[config.mk]
export PLATFORM = sky130hd
export DESIGN_NAME = ologic_align_gen
export DESIGN_NICKNAME = d
export VERILOG_FILES = /design/src/rtl/ologic_align_pkg.sv /design/src/rtl/ologic_align_phase.sv /design/src/rtl/ologic_align_gen.sv
export SDC_FILE = /design/constraint.sdc
export NUM_CORES = 1
export LEC_CHECK = 0
export ABC_AREA = 1
export CAP_MARGIN = 15
export CORE_MARGIN = 2
export CORE_UTILIZATION = 44
export DETAILED_ROUTE_END_ITERATION = 16
export GPL_TIMING_DRIVEN = 0
export HOLD_SLACK_MARGIN = 0.15
export PLACE_DENSITY = 0.72
export SLEW_MARGIN = 20
export SYNTH_ARGS = -nofsm -noshare
export SYNTH_HDL_FRONTEND = slang
export SYNTH_HIERARCHICAL = 1
export SYNTH_SLANG_ARGS = --single-unit
[constraint.sdc]
create_clock -name gsclk_ol -period 1.14 [get_ports gsclk_ol]
set_input_delay 0.171 -clock gsclk_ol [delete_from_list [all_inputs] [get_ports gsclk_ol]]
set_output_delay 0.171 -clock gsclk_ol [all_outputs]
set_load 0.02 [all_outputs]
[src/rtl/ologic_align_pkg.sv]
// ---------------------------------------------------------------------------
// ologic_align_pkg
// Shared types and elaboration helpers for the output-logic align pattern
// generator: FSM state encoding, counter width sizing and parameter legality.
// ---------------------------------------------------------------------------
package ologic_align_pkg;

    // WAIT: startup delay, RUN: pattern before lock, LOCK: pattern with done
    typedef enum logic [1:0] {
        ST_WAIT = 2'd0,
        ST_RUN  = 2'd1,
        ST_LOCK = 2'd2
    } align_state_e;

    // Bits needed to hold values 0..n-1, never less than one bit
    function automatic int unsigned cnt_width(input int unsigned n);
        return (n <= 1) ? 1 : $clog2(n);
    endfunction

    // Legal generator configuration
    function automatic bit params_legal(
        input int num_ch,
        input int ratio,
        input int start_dly,
        input int lock_per
    );
        return (num_ch >= 1) && (ratio >= 2) && ((ratio % 2) == 0) &&
               (start_dly >= 0) && (lock_per >= 1);
    endfunction

endpackage : ologic_align_pkg

[src/rtl/ologic_align_phase.sv]
// ---------------------------------------------------------------------------
// ologic_align_phase
// Phase counter (0..RATIO-1, wrapping) and saturating period counter for the
// align pattern. Both counters only move on pattern edges (advance = 1).
//
// Ports:
//   clk        - pattern clock
//   rst        - synchronous active-high reset
//   clr        - synchronous clear (re-align), same effect as rst
//   advance    - this edge emits a pattern cycle
//   phase_zero - current phase is the first high cycle of a period
//   phase_hi   - current phase lies in the high half of the period
//   lock_hit   - current cycle completes the LOCK_PER-th period
// ---------------------------------------------------------------------------
module ologic_align_phase
    import ologic_align_pkg::*;
#(
    parameter int RATIO    = 2,
    parameter int LOCK_PER = 4
) (
    input  logic clk,
    input  logic rst,
    input  logic clr,
    input  logic advance,
    output logic phase_zero,
    output logic phase_hi,
    output logic lock_hit
);

    localparam int unsigned PH_W  = cnt_width(RATIO);
    localparam int unsigned PER_W = cnt_width(LOCK_PER + 1);

    localparam logic [PH_W-1:0]  PH_LAST  = PH_W'(RATIO - 1);
    localparam logic [PH_W-1:0]  PH_HALF  = PH_W'(RATIO / 2);
    localparam logic [PER_W-1:0] PER_LAST = PER_W'(LOCK_PER - 1);
    localparam logic [PER_W-1:0] PER_SAT  = PER_W'(LOCK_PER);

    logic [PH_W-1:0]  phase;
    logic [PER_W-1:0] periods;
    logic             wrap;

    // phase holds the position presented on the next pattern edge
    assign wrap = (phase == PH_LAST);

    // Phase wraps; period count saturates once lock is reached
    always_ff @(posedge clk) begin
        if (rst || clr) begin
            phase   <= '0;
            periods <= '0;
        end else if (advance) begin
            phase <= wrap ? '0 : phase + PH_W'(1);
            if (wrap && (periods != PER_SAT)) begin
                periods <= periods + PER_W'(1);
            end
        end
    end

    assign phase_zero = (phase == '0);
    assign phase_hi   = (phase < PH_HALF);
    assign lock_hit   = wrap && (periods == PER_LAST);

endmodule : ologic_align_phase

[src/rtl/ologic_align_gen.sv]
// ---------------------------------------------------------------------------
// ologic_align_gen
// Multi-channel phase-coherent square-wave align pattern generator for the
// serialiser output domain. After reset or a re-align request it holds all
// outputs low for START_DLY cycles, then drives RATIO/2 high and RATIO/2 low
// cycles per period on every active channel, and flags align_done after
// LOCK_PER complete periods.
//
// Ports:
//   gsclk_ol    - clock
//   rst         - synchronous active-high reset
//   realign_req - restart request, sampled every edge
//   ch_en       - per-channel enable [NUM_CH]
//   align_ol    - registered align pattern [NUM_CH]
//   align_done  - registered lock flag
//   align_busy  - registered, high while waiting or running before lock
// ---------------------------------------------------------------------------
module ologic_align_gen
    import ologic_align_pkg::*;
#(
    parameter int NUM_CH    = 4,
    parameter int RATIO     = 2,
    parameter int START_DLY = 0,
    parameter int LOCK_PER  = 4
) (
    input  logic              gsclk_ol,
    input  logic              rst,
    input  logic              realign_req,
    input  logic [NUM_CH-1:0] ch_en,
    output logic [NUM_CH-1:0] align_ol,
    output logic              align_done,
    output logic              align_busy
);

    // Reject illegal configurations at elaboration
    generate
        if (!params_legal(NUM_CH, RATIO, START_DLY, LOCK_PER)) begin : g_param_check
            $error("ologic_align_gen: illegal parameter set");
        end
    endgenerate

    localparam int unsigned DLY_W = cnt_width(START_DLY + 1);
    localparam logic [DLY_W-1:0] DLY_END = DLY_W'(START_DLY);

    align_state_e      state;
    logic [DLY_W-1:0]  dly_cnt;
    logic [NUM_CH-1:0] active;

    logic              run_c;
    logic              phase_zero;
    logic              phase_hi;
    logic              lock_hit;
    logic [NUM_CH-1:0] active_nxt_c;

    // Pattern edge: RUN/LOCK, or the WAIT edge where the delay has expired
    // (covers START_DLY = 0, where WAIT occupies no pattern-free edge)
    assign run_c = (state != ST_WAIT) || (dly_cnt == DLY_END);

    ologic_align_phase #(
        .RATIO    (RATIO),
        .LOCK_PER (LOCK_PER)
    ) u_phase (
        .clk        (gsclk_ol),
        .rst        (rst),
        .clr        (realign_req),
        .advance    (run_c),
        .phase_zero (phase_zero),
        .phase_hi   (phase_hi),
        .lock_hit   (lock_hit)
    );

    // Channels join only at phase 0 so all active channels stay coherent;
    // a low enable drops the channel immediately
    always_comb begin
        active_nxt_c = ch_en & (active | {NUM_CH{phase_zero}});
    end

    // FSM, delay counter, channel activity and registered outputs
    always_ff @(posedge gsclk_ol) begin
        if (rst || realign_req) begin
            state      <= ST_WAIT;
            dly_cnt    <= '0;
            active     <= '0;
            align_ol   <= '0;
            align_done <= 1'b0;
            align_busy <= 1'b1;
        end else begin
            case (state)
                ST_WAIT: begin
                    if (dly_cnt == DLY_END) begin
                        state <= ST_RUN;
                    end else begin
                        dly_cnt <= dly_cnt + DLY_W'(1);
                    end
                end
                ST_RUN: begin
                    if (lock_hit) begin
                        state      <= ST_LOCK;
                        align_done <= 1'b1;
                        align_busy <= 1'b0;
                    end
                end
                ST_LOCK: begin
                    state <= ST_LOCK;
                end
                default: begin
                    state <= ST_WAIT;
                end
            endcase

            if (run_c) begin
                active   <= active_nxt_c;
                align_ol <= active_nxt_c & {NUM_CH{phase_hi}};
            end else begin
                active   <= '0;
                align_ol <= '0;
            end
        end
    end

endmodule : ologic_align_gen

# After elaboration in Yosys (flattened, before gate mapping)
# Cells that the tools add are included.
classes:
  n_reduce_logical: 10
  n_lt_le_gt_ge: 1
  addsub: 3
  bitwise: 6
  mux: 5
  div_mod_pow: 0
  shifts: 0
  eq_ne: 6
  mul: 0
ops:
  columns: ["cell", "count"]
  rows:
  - ["4-bit bitwise AND", 2]
  - ["2-bit case mux with 3 select lines", 1]
  - ["2-bit AND reduction", 3]
  - ["2-bit two-way mux", 2]
  - ["2-bit != test (second input constant)", 2]
  - ["4-bit OR", 1]
  - ["3-bit by 1-bit adder with 3-bit output (second input constant)", 1]
  - ["3-bit by 2-bit == test with 1-bit output (second input constant)", 1]
  - ["3-bit != test (second input constant)", 1]
  - ["1-bit NOT", 3]
  - ["1-bit adder (second input constant)", 2]
  - ["2-bit by 1-bit == test with 1-bit output (second input constant)", 1]
  - ["2-bit == test (second input constant)", 1]
  - ["1-bit logical AND", 2]
  - ["2-bit logical NOT", 1]
  - ["1-bit logical OR", 2]
  - ["1-bit two-way mux", 2]
  - ["2-bit nonzero test", 1]
  - ["2-bit OR reduction", 1]
  - ["1-bit less-than comparator (second input constant)", 1]
word_totals:
  ramBits: 0
  wordCells: 39
  register_bits: 17
  out_inout_bits: 6
  n_memories: 0
  romBits: 0
  inputBits: 7
  latchBits: 0

# Logic depth before layout (Yosys ltp)
depth:
  depth_word: 4
  depth_mapped: 8
  depth_no_buf: 8

# By module
# Netlist, hierarchy kept.
modules_own_cells:
  columns: ["module", "area_per_inst_um2", "n_inst", "cells_each", "seq_area_each_um2"]
  rows:
  - ["ologic_align_gen", 460.4, 1, 61, 240.2]
  - ["ologic_align_phase", 251.5, 1, 35, 80.1]

# Least setup slack after synthesis
# No wires, ideal clock.
synth_path:
  path_type: "register to register"
  from: "register u_phase.periods[0]"
  to: "register align_done"
  synth_period_minus_slack_ns: 1.162
  arrival_time_ns: 1.046
  path_slack_ns: -0.022
  setup_time_ns: 0.115
  path_buffers: 0
  t_required_ns: 1.025
  stages_incl_launch_ff: 9
  cell_sequence: "dfxtp_1 -> ha_1 -> ha_1 -> nand2_1 -> inv_1 -> nand2_1 -> inv_1 -> o21ai_0 -> inv_1"
synth_via:
  elab_chain_len: 3
synth_rtl:
  columns: ["element", "line_no", "text"]
  rows:
  - ["from (decl)", "ologic_align_phase.sv:39", "logic [PER_W-1:0] periods;"]
  - ["from (signal assigned)", "ologic_align_phase.sv:53", "periods <= periods + PER_W'(1);"]
  - ["3-bit by 2-bit == test with 1-bit output", "ologic_align_phase.sv:60", "assign lock_hit = wrap && (periods == PER_LAST);"]
  - ["1-bit logical AND", "ologic_align_phase.sv:60", null]
  - ["via lock_hit", "ologic_align_gen.sv:52", "logic lock_hit;"]
  - ["2-bit AND reduction (no source line)", null, null]
  - ["to (signal assigned)", "ologic_align_gen.sv:85", "align_done <= 1'b0;"]
  - ["to (signal assigned)", "ologic_align_gen.sv:99", "align_done <= 1'b1;"]
  - ["to (decl)", "ologic_align_gen.sv:31", "output logic align_done,"]
# The timed path passes the listed nets, and every way through them passes these cells.
# A chain may end at the register's enable or synchronous reset.

# Worst setup path in the final report
layout_path:
  from: "register align_ol[3]"
  to: "output port align_ol[3]"
layout_lines:
  columns: ["element", "line_no", "text"]
  rows:
  - ["from (decl)", "ologic_align_gen.sv:30", "output logic [NUM_CH-1:0] align_ol,"]
  - ["from (signal assigned)", "ologic_align_gen.sv:113", "align_ol <= active_nxt_c & {NUM_CH{phase_hi}};"]
# No word-level cell between the ends.

==> qor.txt <==
Max-slew violations -> 0
Buffers on Ports -> 12
Unique cell type count in the Yosys netlist -> 17
Crit-path max FO -> 1
Fin util -> 0.638
RePlAce Congestion -> 0.699
Max_cap viols -> 0
CTS root buf -> clkbuf_4
Max VDD drop -> 0.753 mV
Clock buffer count from CTS -> 3
Wire per inst -> 8.42 um
Status -> complete, no violations
Critical Path Stages -> 1
Skew-Pair Late Insertion Delay -> 0.28 ns
Area growth from synthesis to layout -> 35.0%
Yosys synthesis warning count -> 6
Cells after Synth -> 96
Avg Inst Size Synth -> 7.42 sq um
Worst hold start -> ch_en[2]
Async SR Flop Fraction -> 0
Register area share after synthesis -> 0.450
Post-synth top cells -> nand2_1, nor2_1, inv_1
N_diodes -> 0
Critical-path cell list -> dlygate4sd2_1
Crit. End Element -> output port
DRC viols -> 0
Vias -> 544
Crit path launch -> align_ol[3]$_SDFF_PP0_
Leak pwr -> 0.446 nW
Crit path launch type -> flip-flop
Minimum clock period -> 1.10 ns
Tightest Hold Check Type -> in2reg
CP Data Arrival Time -> 0.93 ns
Synth Register Bits -> 16
Ports -> 13
Tightest hold margin -> 0.440 ns
Slowest CP cell -> dfxtp_1
Die area -> 0.00196 sq mm
Synth Cell Area -> 712 sq um
Cell Rows -> 14
Clock sinks -> 16
Area of the core -> 0.00151 sq mm
Total Routing Usage GR -> 0.126
# fillers -> 127
Reg2reg path depth -> 8
Vias/cell -> 4.18
HPWL after DPL -> 850 um
H-tree Lvls -> 1
Worst path required time -> 0.97 ns
Initial drt markers -> 3
Die Ht -> 44.2 um
Hold Vio Cnt, Final -> 0
Top_reg_cell synth -> dfxtp_1
Top delay family on crit path -> flip-flops
Post-DRT Antenna Nets -> 0
Initial antenna violation count -> 0
Max Freq -> 910 MHz
Power per standard cell area -> 1130 mW/mm^2
Fin area -> 961 sq um
TritonCTS clock tree -> done
Critical R2R Launch -> u_phase/periods[1]$_SDFFE_PP0P_
Clock skew -> 0.00277 ns
Ratio of cells with drive above 1 in the final layout -> 0.272
CTS Buffer Depth -> 2
Fin nets -> 127
Die width -> 44.2 um
Post-synth top area cell -> dfxtp_1
R2R Setup Slk -> 0.05 ns
Vias in the first global route -> 477
Final wirelength -> 1100 um
Critical path's largest stage delay -> 0.33 ns
Largest net degree at the start of global routing -> 10
Setup violators final -> 0
Period utilisation layout -> 0.964
Worst Path Buf+Inv -> 1
R2r endpoint -> align_done$_SDFFE_PP0P_
Synth top area share -> 0.450
Dpl cell area -> 856 sq um
Wire length of the first global-routing pass -> 1840 um
RSZ-0062 raised after global routing -> yes
Post-synth EDFFs -> 0
CP Class -> reg2out
Worst setup path endpoint -> align_ol[3]
GRT overflow -> 0
Starting Density -> 0.473
Drt pass-1 iters -> 2
Largest cells by area after synthesis -> dfxtp_1, nand2_1, nor2_1
Clk slew on worst S/H paths -> 0.09 ns
==> report_power, final <==
group | switching [W] | internal [W] | total [W]
logic | 0.0000746 | 0.0000649 | 0.000139
clock network | 0.000169 | 0.000194 | 0.000363
registers | 0.00000879 | 0.000579 | 0.000588
total | 0.000252 | 0.000838 | 0.00109
==> registers in the layout (all words and copies together) (netlist names) <==
signal	cells
align_busy	1
active	4
align_done	1
u_phase/phase	1
align_ol	4
state	2
u_phase/periods	3
==> repair_timing <==
action | in CTS | in global routing
pin swaps | 1 | 8
hold buffers | 0 | 0
setup buffers | 1 | 0
resized for setup | 12 | 17
setup endpoints to repair | 9 | 9
==> cell type report <==
cell class | instances | area [sq um] | area share
Timing Repair Buffer | 13 | 126 | 0.132
Multi-Input combinational cell | 60 | 367 | 0.382
Tap cell | 16 | 20.0 | 0.0208
Clock buffer | 4 | 36.3 | 0.0378
Buffer | 1 | 7.51 | 0.00781
Inverter | 20 | 78.8 | 0.0820
Sequential cell | 16 | 325 | 0.339
==> layer usage <==
metal,part of all wire,wire length [um],GRT usage,up-vias
li1,-,-,-,318
met3,0.036,39,0.0286,0
met5,0,0,0,-
met4,0,0,0.0545,0
met1,0.46,504,0.159,220
met2,0.50,551,0.206,6
==> cell usage in the layout (no fill, tap or decap), types with 4 or more instances in the layout <==
cell type and n:
dfxtp_2 4, inv_2 6, nor2_1 18, dlygate4sd2_1 4, inv_1 12, nand2_1 16
dfxtp_1 12, clkdlybuf4s50_1 6, nand3_1 6
==> how the worst min path moves through the flow <==
stage,endpoint,slack [ns],cells after the start
floorplan,align_busy$_SDFFE_PP1P_,0.27,2
global placement,align_busy$_SDFFE_PP1P_,0.43,2
detailed placement,align_busy$_SDFFE_PP1P_,0.44,2
CTS,active[2]$_SDFF_PP0_,0.43,3
global route,active[0]$_SDFF_PP0_,0.45,3
finish,active[2]$_SDFF_PP0_,0.44,3
==> kinds of logic (layout without fill, tap and decap cells) <==
group / Yosys count / in the layout / share of synthesized area
adder cells (fa/ha/maj): 5 / 5 / 0.0879
buffers and inverters: 21 / 38 / 0.118
AND/OR/NAND/NOR: 49 / 49 / 0.311
flip-flops: 16 / 16 / 0.450
AO/OA/AOI/OAI: 4 / 4 / 0.0281
other: 1 / 2 / 0.00527
==> stage by stage <==
step | total power [W] | setup WS [ns] | setup TNS [ns] | std cells
2_1_floorplan | 0.000682 | 0.00693 | 0 | 97
5_1_grt | 0.00115 | -0.0315 | -0.0387 | 130
3_3_place_gp | 0.000729 | -0.0487 | -0.0744 | 125
3_5_place_dp | 0.000735 | -0.0589 | -0.131 | 125
4_1_cts | 0.00110 | 0.00317 | 0 | 130
6_report | 0.00109 | 0.0408 | 0 | 130
(Power assumes the default switching activity.)
